File: config.mk
export PLATFORM = sky130hd
export DESIGN_NAME = status_led_sched
export DESIGN_NICKNAME = d
export VERILOG_FILES = /design/src/rtl/status_led_pkg.sv /design/src/rtl/status_led_chan.sv /design/src/rtl/status_led_sched.sv
export SDC_FILE = /design/constraint.sdc
export NUM_CORES = 1
export LEC_CHECK = 0
export ABC_AREA = 0
export CAP_MARGIN = 20
export CORE_MARGIN = 10
export CORE_UTILIZATION = 54
export DETAILED_ROUTE_END_ITERATION = 8
export GPL_TIMING_DRIVEN = 1
export PLACE_DENSITY = 0.88
export SLEW_MARGIN = 20
export SYNTH_ARGS = -nofsm -noshare
export SYNTH_HDL_FRONTEND = slang
export SYNTH_SLANG_ARGS = --single-unit
File: constraint.sdc
create_clock -name clk -period 7.9 [get_ports clk]
set_input_delay 1.58 -clock clk [delete_from_list [all_inputs] [get_ports clk]]
set_output_delay 1.58 -clock clk [all_outputs]
set_load 0.01 [all_outputs]
File: src/rtl/status_led_pkg.sv
// Shared types, colour constants and priority encoder for the status LED scheduler.
package status_led_pkg;

   typedef logic [23:0] rgb_t;

   localparam rgb_t BLACK  = 24'h00_00_00;
   localparam rgb_t RED    = 24'h10_00_00;
   localparam rgb_t BR_RED = 24'h80_00_00;
   localparam rgb_t GREEN  = 24'h00_08_00;
   localparam rgb_t BLUE   = 24'h00_00_04;

   typedef enum logic [1:0] {IDLE, HOLD, OPEN} chan_state_t;

   // Lowest asserted index wins; returns 0 when nothing is asserted.
   function automatic logic [2:0] prio_idx(input logic [7:0] req);
      logic [2:0] idx;
      idx = 3'd0;
      for (int i = 7; i >= 0; i--) begin
         if (req[i]) idx = 3'(i);
      end
      return idx;
   endfunction

endpackage

File: src/rtl/status_led_chan.sv
// One LED channel: priority grant, minimum-display hold timer and registered colour output.
module status_led_chan
   import status_led_pkg::*;
#(
   parameter int unsigned N_REQ       = 4,
   parameter int unsigned HOLD_CYCLES = 2_000_000
) (
   input  logic                 clk,
   input  logic                 reset,
   input  logic [N_REQ-1:0]     req_i,
   input  logic [24*N_REQ-1:0]  color_i,
   input  logic [N_REQ-1:0]     blink_i,
   input  logic                 phase_i,
   output logic [7:0]           r_o,
   output logic [7:0]           g_o,
   output logic [7:0]           b_o,
   output logic [2:0]           owner_o,
   output logic                 busy_o
);

   localparam int unsigned HW = $clog2(HOLD_CYCLES + 1);
   localparam logic [HW-1:0] HOLD_LOAD = HW'(HOLD_CYCLES - 1);

   chan_state_t   state_q, state_d;
   logic [2:0]    owner_q, owner_d;
   logic [HW-1:0] hold_q, hold_d;
   rgb_t          col_q, col_d;
   logic          blk_q, blk_d;
   rgb_t          out_q, out_d;

   logic [7:0] req_pad, blk_pad;
   rgb_t       col_arr [8];
   logic [2:0] win;
   logic       any_req, own_req;
   logic       open_eval, grant, track, release_ch;

   always_comb begin
      req_pad = 8'(req_i);
      blk_pad = 8'(blink_i);
      for (int i = 0; i < 8; i++) col_arr[i] = BLACK;
      for (int i = 0; i < int'(N_REQ); i++) col_arr[i] = color_i[24*i +: 24];
   end

   always_comb begin
      state_d    = state_q;
      owner_d    = owner_q;
      hold_d     = hold_q;
      col_d      = col_q;
      blk_d      = blk_q;
      win        = prio_idx(req_pad);
      any_req    = |req_pad;
      own_req    = req_pad[owner_q];
      open_eval  = 1'b0;
      grant      = 1'b0;
      track      = 1'b0;
      release_ch = 1'b0;

      unique case (state_q)
         IDLE: grant = any_req;
         HOLD: begin
            if (hold_q != '0) begin
               hold_d = hold_q - 1'b1;
               track  = own_req;
            end else begin
               // Expiry edge already counts as the first open decision.
               open_eval = 1'b1;
            end
         end
         OPEN:    open_eval = 1'b1;
         default: release_ch = 1'b1;
      endcase

      if (open_eval) begin
         if (!own_req) begin
            if (any_req) grant = 1'b1;
            else         release_ch = 1'b1;
         end else if (win < owner_q) begin
            grant = 1'b1;
         end else begin
            state_d = OPEN;
            track   = 1'b1;
         end
      end

      if (track) begin
         col_d = col_arr[owner_q];
         blk_d = blk_pad[owner_q];
      end
      if (grant) begin
         state_d = HOLD;
         owner_d = win;
         hold_d  = HOLD_LOAD;
         col_d   = col_arr[win];
         blk_d   = blk_pad[win];
      end
      if (release_ch) begin
         state_d = IDLE;
         owner_d = 3'd0;
         col_d   = BLACK;
         blk_d   = 1'b0;
      end

      out_d = ((state_d == IDLE) || (blk_d && !phase_i)) ? BLACK : col_d;
   end

   always_ff @(posedge clk) begin
      if (reset) begin
         state_q <= IDLE;
         owner_q <= 3'd0;
         hold_q  <= '0;
         col_q   <= BLACK;
         blk_q   <= 1'b0;
         out_q   <= BLACK;
      end else begin
         state_q <= state_d;
         owner_q <= owner_d;
         hold_q  <= hold_d;
         col_q   <= col_d;
         blk_q   <= blk_d;
         out_q   <= out_d;
      end
   end

   assign r_o     = out_q[23:16];
   assign g_o     = out_q[15:8];
   assign b_o     = out_q[7:0];
   assign owner_o = owner_q;
   assign busy_o  = (state_q != IDLE);

endmodule

File: src/rtl/status_led_sched.sv
// Status LED scheduler top: shared blink generator feeding two independent LED channels.
module status_led_sched
   import status_led_pkg::*;
#(
   parameter int unsigned N_REQ       = 4,
   parameter int unsigned HOLD_CYCLES = 2_000_000,
   parameter int unsigned BLINK_HALF  = 12_500_000
) (
   input  logic                 clk,
   input  logic                 reset,
   input  logic [N_REQ-1:0]     led16_req,
   input  logic [24*N_REQ-1:0]  led16_color,
   input  logic [N_REQ-1:0]     led16_blink,
   input  logic [N_REQ-1:0]     led17_req,
   input  logic [24*N_REQ-1:0]  led17_color,
   input  logic [N_REQ-1:0]     led17_blink,
   output logic [7:0]           led16_r,
   output logic [7:0]           led16_g,
   output logic [7:0]           led16_b,
   output logic [7:0]           led17_r,
   output logic [7:0]           led17_g,
   output logic [7:0]           led17_b,
   output logic [2:0]           led16_owner,
   output logic [2:0]           led17_owner,
   output logic                 led16_busy,
   output logic                 led17_busy
);

   localparam int unsigned BW = (BLINK_HALF > 1) ? $clog2(BLINK_HALF) : 1;
   localparam logic [BW-1:0] BLINK_LAST = BW'(BLINK_HALF - 1);

   logic [BW-1:0] blink_cnt_q, blink_cnt_d;
   logic          phase_q, phase_d;

   always_comb begin
      blink_cnt_d = blink_cnt_q + 1'b1;
      phase_d     = phase_q;
      if (blink_cnt_q == BLINK_LAST) begin
         blink_cnt_d = '0;
         phase_d     = ~phase_q;
      end
   end

   always_ff @(posedge clk) begin
      if (reset) begin
         blink_cnt_q <= '0;
         phase_q     <= 1'b1;
      end else begin
         blink_cnt_q <= blink_cnt_d;
         phase_q     <= phase_d;
      end
   end

   // Channels register their output with the upcoming phase so colour and blink stay aligned.
   status_led_chan #(
      .N_REQ       (N_REQ),
      .HOLD_CYCLES (HOLD_CYCLES)
   ) u_led16 (
      .clk     (clk),
      .reset   (reset),
      .req_i   (led16_req),
      .color_i (led16_color),
      .blink_i (led16_blink),
      .phase_i (phase_d),
      .r_o     (led16_r),
      .g_o     (led16_g),
      .b_o     (led16_b),
      .owner_o (led16_owner),
      .busy_o  (led16_busy)
   );

   status_led_chan #(
      .N_REQ       (N_REQ),
      .HOLD_CYCLES (HOLD_CYCLES)
   ) u_led17 (
      .clk     (clk),
      .reset   (reset),
      .req_i   (led17_req),
      .color_i (led17_color),
      .blink_i (led17_blink),
      .phase_i (phase_d),
      .r_o     (led17_r),
      .g_o     (led17_g),
      .b_o     (led17_b),
      .owner_o (led17_owner),
      .busy_o  (led17_busy)
   );

endmodule

==> metrics.md, run 1 <==
| Metric | Value |
|---|---|
| Post-Synth Simple-Gate Area | 0.2109 |
| Synth cell types | 65 |
| Post-synth EDFFs | 0 |
| Die Width | 156.9 um |
| Slew @ Worst Pin | 1.118 ns |
| Synth Register Bits | 173 |
| Final critical-path required period | 5.277 ns |
| Initial Util | 0.5556 |
| CP max FO | 27 |
| DP HPWL | 22700 um |
| GRT Total Usage | 0.2494 |
| Port Buf Inserts | 263 |
| Max-slew headroom at the worst pin | 0.2526 |
| CTS Buf Count | 17 |
| Worst-path clk slew | 0.06 ns |
| Total gr overflow | 0 |
| CTS sink cnt | 173 |
| Vias in the first global route | 9941 |
| Height of the die | 156.9 um |
| Clock Skews | 0.008939 ns |
| PwrDens | 184.1 mW/mm2 |
| Setup slack, reg-to-reg | 4.04 ns |
| Async set-or-reset flop fraction in the synthesized netlist | 0 |
| HP Start | blink_cnt_q[0]$_SDFF_PP0_ |
| Worst VDD drop | 174.3 uV |
| Crit Path Class | in2reg |
| Post-Syn Area per Cell | 8.698 um2 |
| Maxcap violations | 0 |
| CTS H-tree lvls | 4 |
| Die area | 0.02461 mm2 |
| Seq/Total Area, Yosys | 0.3424 |
| Setup bufs post-CTS | 0 |
| Top post-synthesis cells by area | dfxtp_1 34%, mux4_2 12%, mux2i_1 8.4% |
| Final hold vios | 0 |
| Cell row count | 49 |
| FMAX | 189.5 MHz |
| Top cell type's share of synthesized area | 0.3424 |
| Drt pass-1 iters | 5 |
| CP endpoint kind | flip-flop |
| Synth Area in Compound Gates | 0.1322 |
| Adder-cell share of the synthesized area | 0.01855 |
| Req. time, crit path | 8.16 ns |
| Synthesized cell area | 0.01012 mm2 |
| Critical Path AT | 5.54 ns |
| WL per Instance | 19.57 um |
| Critical Path Source | led17_req[1] |
| Antenna violations before repair | 2 |
| Count of pins over their slew limit | 0 |
| Tcrit/Tclk final | 0.6680 |
| YS warnings | 0 |
| First-pass GRT wire length | 50110 um |
| # DRC | 0 |
| Final Core Density | 0.7413 |
| Core ar. | 0.01821 mm2 |
| Drt initial violations | 642 |
| Setup TNS | 0 ns |
| Largest net degree at the start of global routing | 59 |
| RSZ-0062 raised after global routing | false |
| Worst-Skew Late Latency | 0.43 ns |
| Post-Syn Instances | 1163 |
| Xor-xnor portion of the synthesized cell area | 0.05022 |
| Pleak | 5.110 nW |
| Hold WC Path Type | reg2reg |
| Worst setup SP type | primary input |
| Root Buffer | clkbuf_16 |
| Layout cells sized above 1 | 0.09058 |
| Max Buffers Root-to-Sink | 2 |
| Mux share of post-synthesis cell area | 0.2010 |
| Outcome | finished clean |
| CTS tree | built |
| Largest family of logic cells by synthesized area | simple AND/OR/NAND/NOR gates |
| Placer Congestion | 0.8962 |
| Setup violators final | 0 |
| Most frequently used flop master after synthesis | dfxtp_1 |
| ANT nets after route | 0 |
| Cts repair resizes | 0 |
| Post-CTS Hold Buffers | 0 |
| Layout area overhead | 33.43% |
| Vias per Instance | 5.994 |
| Final net count | 1604 |
| DR vias | 9717 |
| Yosys top cell by area | dfxtp_1 |
| Routed WL | 31720 um |
| RR Startpoint | u_led16.hold_q[10]$_SDFFE_PP0P_ |
| I/O pins | 266 |
stage by stage:
stage               instance area [um2]  instances  hold slack (ns)  setup WS, ns  total power, W
floorplan                         10120       1164           0.4302         3.293        0.001349
global placement                  12830       1588           0.4462         2.084        0.001592
detailed placement                12830       1588           0.4704         1.912        0.001610
CTS                               13460       1619           0.4849         2.341        0.002482
global route                      13500       1620           0.5327         2.459        0.002584
finish                            13500       1621           0.4799         2.623        0.002485
logic make-up after synthesis:
kind of cell,count (synthesis)
other,1
flip-flops,173
multiplexers,138
buffers and inverters,102
XOR/XNOR,58
adder cells (fa/ha/maj),15
AO/OA/AOI/OAI,194
AND/OR/NAND/NOR,482
cells in the final DEF (no fill, tap or decap), types with 3 or more instances in the layout:
| cell type | netlist | final |
|---|---|---|
| clkdlybuf4s50_1 | 0 | 262 |
| xor2_1 | 26 | 26 |
| clkbuf_8 | 0 | 3 |
| a31o_2 | 3 | 3 |
| a211o_1 | 42 | 42 |
| nor2b_1 | 9 | 9 |
| a21oi_1 | 94 | 93 |
| nand3_1 | 65 | 65 |
| clkbuf_16 | 0 | 17 |
| nor2_1 | 151 | 151 |
| inv_1 | 18 | 18 |
| a211oi_1 | 8 | 8 |
| nor4_1 | 17 | 17 |
| or3_1 | 8 | 8 |
| nand2b_1 | 7 | 7 |
| mux4_2 | 52 | 52 |
| dfxtp_1 | 173 | 171 |
| and3_1 | 4 | 4 |
| mux2i_1 | 85 | 85 |
| nor3_1 | 43 | 42 |
| bufinv_16 | 0 | 3 |
| or4_4 | 3 | 3 |
| o2bb2ai_1 | 6 | 6 |
| nand4_1 | 7 | 7 |
| o21ai_0 | 8 | 8 |
| or2_2 | 3 | 3 |
| inv_6 | 0 | 3 |
| buf_4 | 4 | 15 |
| xnor2_1 | 32 | 32 |
| nand2_1 | 158 | 158 |
| ha_1 | 15 | 15 |
sequential cells by signal, summed over array words and instances (netlist names):
name and count:
u_led17.blk_q 1, u_led16.state_q 2, u_led16.hold_q 21, u_led17.col_q 24
u_led16.blk_q 1, u_led17.hold_q 21, u_led16.owner_o 2, blink_cnt_q 24
phase_q 1, u_led16.col_q 24, u_led17.state_q 2, u_led17.out_q 24
u_led17.owner_o 2, u_led16.out_q 24
layer usage:
metal	track usage	share of wire
met1	0.2793	0.39
met5	0	0.00057
met4	0.09933	0.027
met2	0.4292	0.48
met3	0.08196	0.10
critical path: stages:
cell and delay, ns:
clkdlybuf4s50_1 0.69, nor2_1 0.12, o21ai_2 0.07, buf_4 0.35
clkinv_1 0.17, ha_1 0.32, nor2b_1 0.15, o31ai_2 0.61
a31o_2 0.30, a211oi_4 0.05, o311ai_4 0.96, nor2_1 0.15
final cells by class:
type                       instances  area [um2]
tap                              229       286.5
fill                            1270        4711
timing repair buffer             279        2768
sequential                       173        3466
clock buffer                      20       466.7
clock inverter                    11       156.4
inverter                          19       71.32
antenna                            1       2.502
multi-input combinational        889        6281
power breakdown:
group	switching [W]	leakage (nW)	total, W	internal [W]
logic	0.000302	3.38	0.000624	0.000322
clock network	0.000354	0.301	0.000880	0.000526
registers	0.0000346	1.43	0.000981	0.000947
Yosys cell counts (2+ instances only):
master and instances:
or4_4 3, mux2i_1 85, o211ai_1 2, nor2b_1 9, nor3_1 43, and4_1 2
a211o_1 42, or2_2 3, o2111ai_1 2, o211a_1 2, a31oi_1 2, buf_8 2
nand2b_1 7, xor2_1 26, and3_1 4, a31o_2 3, xnor2_1 32, o21ai_0 8
mux4_2 52, buf_1 6, nand4_1 7, dfxtp_1 173, ha_1 15, or3_1 8
clkbuf_1 58, nand2_1 158, a21oi_1 94, o21ai_1 3, buf_6 2, o2bb2ai_1 6
nor4_1 17, o21a_1 2, a211oi_1 8, a21o_1 2, inv_1 18, nand3_1 65
nor2_1 151, buf_4 4, buf_2 11
path summary, 6_finish.rpt:
path	end	cells after the start
max	u_led17.out_q[17]$_SDFF_PP0_	12
min	blink_cnt_q[0]$_SDFF_PP0_	1
max reg2reg	u_led16.out_q[1]$_SDFF_PP0_	7
min reg2reg	blink_cnt_q[0]$_SDFF_PP0_	1
(Power assumes the default switching activity.)
==> run 2, diff against run 1 <==
--- a/config.mk
+++ b/config.mk
@@ -8,10 +8,10 @@
 export ABC_AREA = 0
 export CAP_MARGIN = 20
 export CORE_MARGIN = 10
-export CORE_UTILIZATION = 54
+export CORE_UTILIZATION = 45
 export DETAILED_ROUTE_END_ITERATION = 8
 export GPL_TIMING_DRIVEN = 1
-export PLACE_DENSITY = 0.88
+export PLACE_DENSITY = 0.78
 export SLEW_MARGIN = 20
 export SYNTH_ARGS = -nofsm -noshare
 export SYNTH_HDL_FRONTEND = slang
==> constraint.sdc (replaced) <==
create_clock -name clk -period 4.8 [get_ports clk]
set_input_delay 0.96 -clock clk [delete_from_list [all_inputs] [get_ports clk]]
set_output_delay 0.96 -clock clk [all_outputs]
set_load 0.01 [all_outputs]
==> run 2 against run 1 <==
Core utilization fell by 12 points. Sequential power rose by 64%. Clock skew rose by 0.0014 ns. Wire length fell by 1.6%. Critical path type unchanged. Largest power group unchanged. Highest routed layer unchanged.
==> metrics.md, run 2 (same netlist as run 1, synthesis figures left out) <==
| Metric | Value |
|---|---|
| RR Endpoint | u_led16.out_q[1]$_SDFF_PP0_ |
| Hold WC Path Type | reg2reg |
| Crit Path Class | in2reg |
| Layout area overhead | 34.69% |
| Initial Util | 0.4607 |
| Final Core Density | 0.6205 |
| Critical Path AT | 3.92 ns |
| Height of the die | 169.9 um |
| FMAX | 277.5 MHz |
| Drt initial violations | 669 |
| Req. time, crit path | 5.12 ns |
| RSZ-0062 raised after global routing | false |
| CTS H-tree lvls | 4 |
| CP max FO | 18 |
| Total power | 0.004103 W |
| Die Width | 169.9 um |
| CP max-delay cell | clkdlybuf4s50_1 |
| Commonest non-fill, non-tap cell in the layout | clkdlybuf4s50_1 |
| Slew @ Worst Pin | 0.9604 ns |
| Pleak | 5.158 nW |
| PwrDens | 301.1 mW/mm2 |
| Power Internal | 0.002985 W |
| Worst VDD drop | 221.6 uV |
| Cell row count | 54 |
| Outcome | finished clean |
| Cells along the critical path | clkdlybuf4s50_1, nor2_1, o21ai_2, clkinv_1, ha_1, o211a_1, o31ai_1, buf_4, a21oi_1, buf_4, a221o_1, o311ai_4, buf_6, nor2_1 |
| First-pass GRT wire length | 48940 um |
| Vias per Instance | 5.696 |
| CP endpoint kind | flip-flop |
| # DRC | 0 |
| Final hold vios | 0 |
| CTS sink cnt | 173 |
| ANT nets after route | 0 |
| FILL cells | 1844 |
| Clock power share | 0.356 |
| DP HPWL | 23040 um |
| Worst-Skew Late Latency | 0.43 ns |
| CTS tree | built |
| Worst setup SP type | primary input |
| Drt pass-1 iters | 5 |
| CTS Buf Count | 17 |
| Cts repair resizes | 0 |
| I/O pins | 266 |
| Antenna violations before repair | 1 |
| Comb pwr share | 0.250 |
| Setup TNS | 0 ns |
| Largest stage delay, worst path | 0.63 ns |
| Hold Path Stages | 1 |
| Placer Congestion | 0.8778 |
| # diodes | 0 |
| Cell depth of the worst flop-to-flop path | 7 |
| Setup violators final | 0 |
| Worst-path clk slew | 0.07 ns |
| Post-CTS Hold Buffers | 0 |
| Tcrit/Tclk final | 0.7509 |
| DR vias | 9581 |
| Leading cell types in the layout, fill and taps excluded | 262 x clkdlybuf4s50_1, 171 x dfxtp_1, 158 x nand2_1 |
| Clock Skews | 0.01037 ns |
| Maxcap violations | 0 |
| Core ar. | 0.02196 mm2 |
| Final critical-path required period | 3.604 ns |
| WL per Instance | 18.56 um |
| Sw Share | 0.2726 |
| Root Buffer | clkbuf_16 |
| Setup bufs post-CTS | 0 |
| Max Buffers Root-to-Sink | 2 |
| Setup slack, reg-to-reg | 1.35 ns |
| Port Buf Inserts | 263 |
| Layout cells sized above 1 | 0.09558 |
| Final net count | 1614 |
| Routed WL | 31220 um |
| Count of pins over their slew limit | 0 |
| Hold endpoint | blink_cnt_q[0]$_SDFF_PP0_ |
| HP Start | blink_cnt_q[0]$_SDFF_PP0_ |
| Total gr overflow | 0 |
| RR Startpoint | u_led16.hold_q[2]$_SDFFE_PP0P_ |
| Sequential Power Share | 0.394 |
| Max-slew headroom at the worst pin | 0.3597 |
| GRT Total Usage | 0.2065 |
| Die area | 0.02888 mm2 |
| Vias in the first global route | 9391 |
| Sw power | 0.001119 W |
| Largest net degree at the start of global routing | 75 |
-- run 2: changes by cell type in the layout (fill, tap and decap cells not counted), sizes merged --
| cell | previous run | this run |
|---|---|---|
| buf | 17 | 27 |
| bufinv | 3 | 4 |
| clkinv | 3 | 4 |
| diode | 1 | 0 |
| inv | 22 | 21 |
-- run 2: worst max-delay path, delay by kind of cell --
family	cells	cell delay [ns]
AO/OA/AOI/OAI	6	1.03
adder cells (fa/ha/maj)	1	0.30
buffers and inverters	5	1.44
AND/OR/NAND/NOR	2	0.18
-- run 2: final cells by class --
| cell class | count | area (um2) | area share |
|---|---|---|---|
| multi-input cells | 889 | 6269 | 0.4601 |
| flip-flops and latches | 173 | 3466 | 0.2544 |
| repair buffers | 289 | 2839 | 0.2084 |
| clock buffers | 20 | 446.7 | 0.03278 |
| well taps | 280 | 350.3 | 0.02571 |
| clock inverters | 12 | 183.9 | 0.01350 |
| inverters | 19 | 71.32 | 0.005234 |
-- run 2: how the worst max path moves through the flow --
stage / slack, ns / from / cells past startpoint / end
final: 1.20 / led17_req[1] / 14 / u_led17.out_q[4]$_SDFF_PP0_
after global routing: 0.98 / led17_req[1] / 14 / u_led17.out_q[8]$_SDFF_PP0_
after CTS: 0.92 / led17_req[1] / 12 / u_led17.out_q[1]$_SDFF_PP0_
after detailed placement: 0.51 / led17_req[1] / 12 / u_led17.out_q[1]$_SDFF_PP0_
after global placement: 0.63 / led17_req[1] / 12 / u_led17.out_q[6]$_SDFF_PP0_
after floorplan: 0.81 / led17_req[3] / 11 / u_led17.out_q[14]$_SDFF_PP0_
-- run 2: stage by stage --
step | hold WS, ns | setup WS, ns | area [um2] | std cells
global route | 0.5227 | 0.9813 | 13630 | 1682
finish | 0.4782 | 1.196 | 13630 | 1682
global placement | 0.4460 | 0.6308 | 12980 | 1649
detailed placement | 0.4706 | 0.5118 | 12980 | 1649
floorplan | 0.4302 | 0.8127 | 10120 | 1164
CTS | 0.4849 | 0.9180 | 13610 | 1681
-- run 2: layer usage --
layer	up-vias	track usage	share of wire
met4	2	0.05645	0.015
met1	4530	0.2465	0.42
met3	34	0.07844	0.11
li1	4602	-	-
met5	-	0	0.00042
met2	413	0.3409	0.46
-- run 2: power groups by stage --
stage / Sequential (W) / Clock (W) / Combinational (W)
2_1_floorplan: 0.00165 / 0 / 0.000567
3_3_place_gp: 0.00164 / 0 / 0.000999
3_5_place_dp: 0.00165 / 0 / 0.00102
4_1_cts: 0.00162 / 0.00149 / 0.00103
5_1_grt: 0.00163 / 0.00155 / 0.00112
6_report: 0.00161 / 0.00146 / 0.00103
